## config.mk

```make
export PLATFORM = sky130hd
export DESIGN_NAME = fuzzy_defuzz
export DESIGN_NICKNAME = d
export VERILOG_FILES = /design/src/rtl/fuzzy_defuzz.sv
export SDC_FILE = /design/constraint.sdc
export NUM_CORES = 1
export LEC_CHECK = 0
export CAP_MARGIN = 20
export CORE_MARGIN = 2
export CORE_UTILIZATION = 50
export CTS_CLUSTER_DIAMETER = 80
export DETAILED_ROUTE_END_ITERATION = 16
export PLACE_DENSITY = 0.79
export RECOVER_POWER = 50
export SKIP_LAST_GASP = 1
export SYNTH_ARGS = -nofsm -noshare
export SYNTH_HDL_FRONTEND = slang
export SYNTH_SLANG_ARGS = --single-unit
```

## constraint.sdc

```tcl
create_clock -name clk -period 3.79 [get_ports clk]
set_clock_uncertainty 0.2 [all_clocks]
set_input_delay 0.758 -clock clk [delete_from_list [all_inputs] [get_ports clk]]
set_output_delay 0.758 -clock clk [all_outputs]
set_load 0.1 [all_outputs]
```

## src/rtl/fuzzy_defuzz.sv

```systemverilog
// Centroid defuzzifier: walks the membership RAM, accumulates sum(mu) and
// sum(i*mu), then restoring-divides to a Q3.3 crisp centroid.
//
// state  | meaning
// IDLE   | waiting for start, rd_addr parked at 0
// ACC    | one RAM entry per cycle, index 0..7
// DIV    | one quotient bit per cycle, MSB first
// DONE   | one-cycle result strobe
module fuzzy_defuzz #(
  parameter int ADDR_W = 3,
  parameter int MU_W   = 6,
  parameter int FRAC_W = 3
) (
  input  logic                     clk,
  input  logic                     rst_n,
  input  logic                     start,
  output logic [ADDR_W-1:0]        rd_addr,
  input  logic [MU_W-1:0]          rd_data,
  output logic                     busy,
  output logic                     done,
  output logic [ADDR_W+FRAC_W-1:0] crisp,
  output logic                     empty_err
);

  localparam int DEN_W = MU_W + ADDR_W;
  localparam int NUM_W = MU_W + 2*ADDR_W - 1;
  localparam int PRD_W = MU_W + ADDR_W;
  localparam int Q_W   = ADDR_W + FRAC_W;
  localparam int DVD_W = NUM_W + FRAC_W;
  localparam int DVS_W = DEN_W + Q_W - 1;
  localparam int R_W   = (DVD_W > DVS_W) ? DVD_W : DVS_W;
  localparam int CNT_W = $clog2(Q_W);

  typedef enum logic [1:0] {S_IDLE, S_ACC, S_DIV, S_DONE} state_t;

  state_t state, state_nxt;

  logic [ADDR_W-1:0] idx;
  logic [DEN_W-1:0]  den;
  logic [NUM_W-1:0]  num;
  logic [R_W-1:0]    rem;
  logic [R_W-1:0]    dvs;
  logic [Q_W-1:0]    quo;
  logic [CNT_W-1:0]  div_cnt;

  logic [PRD_W-1:0]  prod;
  logic [DEN_W-1:0]  den_sum;
  logic [NUM_W-1:0]  num_sum;
  logic              ge;
  logic [Q_W-1:0]    quo_nxt;
  logic              acc_last;
  logic              div_last;

  assign prod     = PRD_W'(idx) * PRD_W'(rd_data);
  assign den_sum  = den + DEN_W'(rd_data);
  assign num_sum  = num + NUM_W'(prod);
  assign ge       = (rem >= dvs);
  assign quo_nxt  = {quo[Q_W-2:0], ge};
  assign acc_last = (idx == '1);
  assign div_last = (div_cnt == '0);

  always_ff @(posedge clk or negedge rst_n) begin
    if (!rst_n) state <= S_IDLE;
    else        state <= state_nxt;
  end

  always_comb begin
    state_nxt = state;
    case (state)
      S_IDLE: if (start)    state_nxt = S_ACC;
      S_ACC:  if (acc_last) state_nxt = S_DIV;
      S_DIV:  if (div_last) state_nxt = S_DONE;
      S_DONE:               state_nxt = S_IDLE;
      default:              state_nxt = S_IDLE;
    endcase
  end

  // rd_addr decodes only registered state, so it is stable all cycle
  always_comb begin
    rd_addr = '0;
    if (state == S_ACC) rd_addr = idx;
  end

  always_ff @(posedge clk or negedge rst_n) begin
    if (!rst_n) begin
      idx       <= '0;
      den       <= '0;
      num       <= '0;
      rem       <= '0;
      dvs       <= '0;
      quo       <= '0;
      div_cnt   <= '0;
      crisp     <= '0;
      empty_err <= 1'b0;
      busy      <= 1'b0;
      done      <= 1'b0;
    end else begin
      busy <= (state_nxt != S_IDLE);
      done <= (state_nxt == S_DONE);
      case (state)
        S_IDLE: begin
          if (start) begin
            idx <= '0;
            den <= '0;
            num <= '0;
          end
        end
        S_ACC: begin
          den <= den_sum;
          num <= num_sum;
          idx <= idx + ADDR_W'(1);
          if (acc_last) begin
            // divisor pre-shifted to the quotient MSB, walked right each cycle
            rem     <= R_W'({num_sum, {FRAC_W{1'b0}}});
            dvs     <= R_W'({den_sum, {(Q_W-1){1'b0}}});
            quo     <= '0;
            div_cnt <= CNT_W'(Q_W - 1);
          end
        end
        S_DIV: begin
          if (ge) rem <= rem - dvs;
          quo     <= quo_nxt;
          dvs     <= dvs >> 1;
          div_cnt <= div_cnt - CNT_W'(1);
          if (div_last) begin
            crisp     <= (den == '0) ? '0 : quo_nxt;
            empty_err <= (den == '0);
          end
        end
        default: ;
      endcase
    end
  end

endmodule

```

# After elaboration in Yosys (flattened, before gate mapping)
# Cells that the tools add are included.
# classes
n_lt_le_gt_ge,1
muxes,21
n_reduce_logical,10
eq_ne,8
n_mul,1
add_sub_neg,5
# op_table
cell,count
14-bit case mux with 2 select lines,2
14-bit two-way mux,3
11-bit case mux with 2 select lines,1
9-bit case mux with 2 select lines,1
14-bit greater-or-equal comparator,1
14-bit subtractor,1
3-bit case mux with 2 select lines,2
11-bit by 9-bit adder with 11-bit output,1
11-bit two-way mux,1
5-bit case mux with 2 select lines,1
9-bit by 6-bit adder with 9-bit output,1
9-bit zero test,1
3-bit by 6-bit multiplier with 9-bit output,1
3-bit two-way mux,3
9-bit two-way mux,1
2-bit case mux with 4 select lines,1
2-bit equality test (second input constant),3
2-bit two-way mux,3
6-bit two-way mux,1
2-bit inequality test (second input constant),3
2-bit AND reduction,3
2-bit nonzero test,3
5-bit two-way mux,1
3-bit by 1-bit adder with 3-bit output (second input constant),1
6 further kinds,6
# word_totals
input_bits,9
elab_cells,58
register_bits,70

# Logic depth before layout (Yosys ltp)
# logic_depth
ltp_word,4
depth_mapped,12
depth_no_buf,12

# Worst setup path after synthesis
# Ideal clock, no wire load.
# synth_timing
path_kind,input to register
startpoint,in rd_data[0]
endpoint,reg rem[12]
path_slack_ps,91
path_buffers,0
cell_stages,12
t_arrival_ps,3410
required_time_ps,3502
path_cell_list,nand2_1 > fa_1 > inv_1 > fa_1 > inv_1 > fa_1 > nor2b_1 > o2111ai_1 > a31oi_1 > xor2_1 > nand2_1 > a41oi_1
# synth_via
elab_chain_cells,4
# synth_lines
element,line,source
"start, declared",18,"input logic [MU_W-1:0] rd_data,"
3-bit by 6-bit multiplier with 9-bit output,54,assign prod = PRD_W'(idx) * PRD_W'(rd_data);
11-bit by 9-bit adder with 11-bit output,56,assign num_sum = num + NUM_W'(prod);
14-bit two-way mux,112,if (acc_last) begin
14-bit case mux with 2 select lines,100,case (state)
"end signal, assigned",114,"rem <= R_W'({num_sum, {FRAC_W{1'b0}}});"
"end signal, assigned",121,if (ge) rem <= rem - dvs;
"end, declared",41,logic [R_W-1:0] rem;
# No other way between the ends. The select of a mux whose other input is x is not followed.
# A chain may end at the register's enable or synchronous reset.

# Final worst setup path
# layout_timing
startpoint,in rd_data[5]
endpoint,reg rem[10]
# Same word-level chain as after synthesis.

==> impl_metrics.toml <==
[clock_network]
tritoncts = "built"
cts.hold.buffers_added = 0
numCtsBuffers = 9
clock_sinks = 70
cts.htree.levels = 3
insertion_delay_ps = 350
clk_path_buf_depth = 2
clk_pin_slew_ps = 80
ctsRootBufferMaster = "clkbuf_8"

[outcome]
violations = "capacitance limit, slew limit"
status = "finished, violations left"

[sta]
hold_violations = 0
setup_ws_ps = 117
setup-violations-final = 0
relSlewSlack = -0.535
final.period_utilization = 0.969
timing.final.crit_period_ps = 3670
drv_slew = 43
worst_slew_pin_slew_ps = 2300
max_freq_mhz = 272
rsz0062_at_grt = "true"

[cells_and_area]
area_growth_pct = 17.1
drive_above_1_share = 0.109
fill_cells = 779
antenna_cells = 0
regArea_sq_mm = 0.00175
multi_input_area_sq_mm = 0.00273
fin_util = 0.596
layout.nets = 601

[drt]
wl_mm = 11.2
wl_per_cell_um = 17.0
vias = 3898
viasPerCell = 5.92
dr.pass1.iters = 4
dr.first_iter.drc_count = 254
post-route-drc-count = 0
final_antenna_net_count = 0

[run]
maxCapViolCount = 1

[synthesis]
yosys.area.top_type = "dfrtp_1"
synth_area_per_cell_sq_um = 9.27
synth_top_cells_by_area = "dfrtp_1 38%, ha_1 9.7%, fa_1 5.6%"
synth_common_cells = "70 x dfrtp_1, 57 x inv_1, 46 x nand2_1, 39 x o21ai_0, 36 x ha_1"
ys.flop_type = "dfrtp_1"
async_reset_ff_frac = 1.00
yosysSeqAreaShare = 0.378
ys.warnings.count = 0
synth_nets = 558
synth_edf_count = 0
netlist_area_sq_mm = 0.00464
ys_ff_latch = 70
yosysUniqueCellTypes = 54
syn_inst = 500
synth_top_area_share = 0.378
yosysMostFrequentCell = "dfrtp_1"

[worst_hold_path]
hp-class = "reg2reg"

[critical_path]
crit_chain = "clkdlybuf4s50_1, and2_1, fa_1, inv_1, fa_1, inv_1, ha_4, and2_1, o21ai_1, buf_4, nand4_1, nor3b_2, a31oi_1, a21oi_1"
endpoint_kind = "flop"
critPathKind = "in2reg"
crit_slowest_cell = "fa_1"
worst_ep_required_time_ps = 3810
path_buf_inv = 4
crit_path_start_kind = "primary input"
max_stage_delay_ps = 500
arrival_ps = 3700
path_max_fanout = 4
cpLargestDelayFamily = "adder cells"

[global_routing]
antenna_found_initial = 0
grt_start_max_net_pins = 43
first_global_vias = 3855
grt.overflow.total = 0
grt_pass1_wl_mm = 18.7
grt_use_total = 0.236

[placement]
hpwlAfterDp_mm = 8.03
io_buffers = 20
gp_congestion = 0.893
pre_cts_ws_ps = -559

[die]
num_io_pins = 21
core-area_sq_mm = 0.00911
rows = 35
fp.dieArea_sq_mm = 0.0101
start_util = 0.509
dieWidth_um = 100
die_h_um = 100
## area by class of cell
class                           instances  share of cell area
Multi-Input combinational cell        357               0.502
Sequential cell                        70               0.323
Timing Repair Buffer                   48              0.0781
Inverter                               57              0.0394
Tap cell                              111              0.0256
Clock buffer                            9              0.0228
Clock inverter                          7             0.00922
## metal layers
| metal | up-vias | GRT usage | part of all wire |
|---|---|---|---|
| met5 | - | 0 | 0 |
| met4 | 0 | 0.0885 | 0.022 |
| met3 | 22 | 0.0355 | 0.038 |
| met2 | 92 | 0.393 | 0.50 |
| met1 | 1929 | 0.311 | 0.44 |
| li1 | 1855 | - | - |
## layout by cell type (no fill, tap or decap), drive strengths merged, types with 3 or more instances in the layout
master / Yosys / layout
nor2b: 5 / 5
xnor2: 10 / 10
ha: 36 / 36
or3: 5 / 5
inv: 57 / 58
a221o: 3 / 3
clkbuf: 13 / 14
a22oi: 5 / 5
a211oi: 3 / 3
o211ai: 4 / 4
clkdlybuf4s50: 0 / 10
nand3: 11 / 11
and2: 21 / 21
nor3: 14 / 14
and3: 5 / 5
o31ai: 4 / 4
a21o: 14 / 14
o21ai: 40 / 40
a22o: 19 / 19
dfrtp: 70 / 70
a21oi: 23 / 23
xor2: 7 / 7
dlymetal6s2s: 0 / 3
mux2i: 3 / 3
buf: 3 / 27
o21a: 5 / 5
clkinvlp: 0 / 3
o21bai: 4 / 4
fa: 13 / 13
clkinv: 0 / 3
a31oi: 11 / 11
nor2: 15 / 15
nand2b: 3 / 3
nand2: 46 / 46
## worst reg2reg max path: stages, from the launching register on
cell	delay, ps
dfrtp_1	530
nand2_1	130
fa_1	550
inv_1	60
fa_2	570
ha_4	220
a211oi_4	230
o21bai_1	90
a21oi_1	170
xor2_1	230
o22ai_1	100
o32a_1	350
## cells by family (layout without fill, tap and decap cells)
group | after synthesis | count (layout) | synth area share
AO/OA/AOI/OAI | 151 | 151 | 0.219
buffers and inverters | 73 | 121 | 0.0623
XOR/XNOR | 17 | 17 | 0.0321
AND/OR/NAND/NOR | 136 | 136 | 0.146
adder cells (fa/ha/maj) | 49 | 49 | 0.153
multiplexers | 4 | 4 | 0.00972
flip-flops | 70 | 70 | 0.378
## final timing paths
path | from | end | slack [ps] | cells past startpoint
max in group asynchronous | rst_n | state[0] | 770 | 2
worst max register to register | idx[0] | rem[9] | 250 | 11
worst min register to register | div_cnt[0] | div_cnt[0] | 270 | 1
min in group asynchronous | rst_n | rem[0] | 890 | 1
worst max-delay path | rd_data[5] | rem[10] | 120 | 14
worst min-delay path | div_cnt[0] | div_cnt[0] | 270 | 1
## what timing repair did
item / CTS / global route
resized for setup: 17 / 11
gates cloned: 0 / 0
setup endpoints to repair: 8 / 9
endpoints found under the hold margin: 0 / 0
setup buffers: 0 / 1
pin swaps: 12 / 9
## metrics by stage
stage / setup TNS [ps] / instances / hold slack [ps] / area, sq um
after floorplan: 0 / 500 / 240 / 4640
after global placement: -4240 / 642 / 253 / 5130
after detailed placement: -5230 / 642 / 262 / 5130
after CTS: 0 / 658 / 273 / 5400
after global routing: -18.0 / 659 / 303 / 5430
final: 0 / 659 / 272 / 5430
## sequential cells by signal, summed over array words and instances, names as in the netlist
register / count
busy: 1
num: 11
crisp: 6
idx: 3
state: 2
rem: 14
empty_err: 1
den: 9
quo: 5
div_cnt: 3
dvs: 14
done: 1
Power is left out: the tool's default activity adds up to more than one toggle a clock period on the data nets, which glitch-free logic cannot reach.
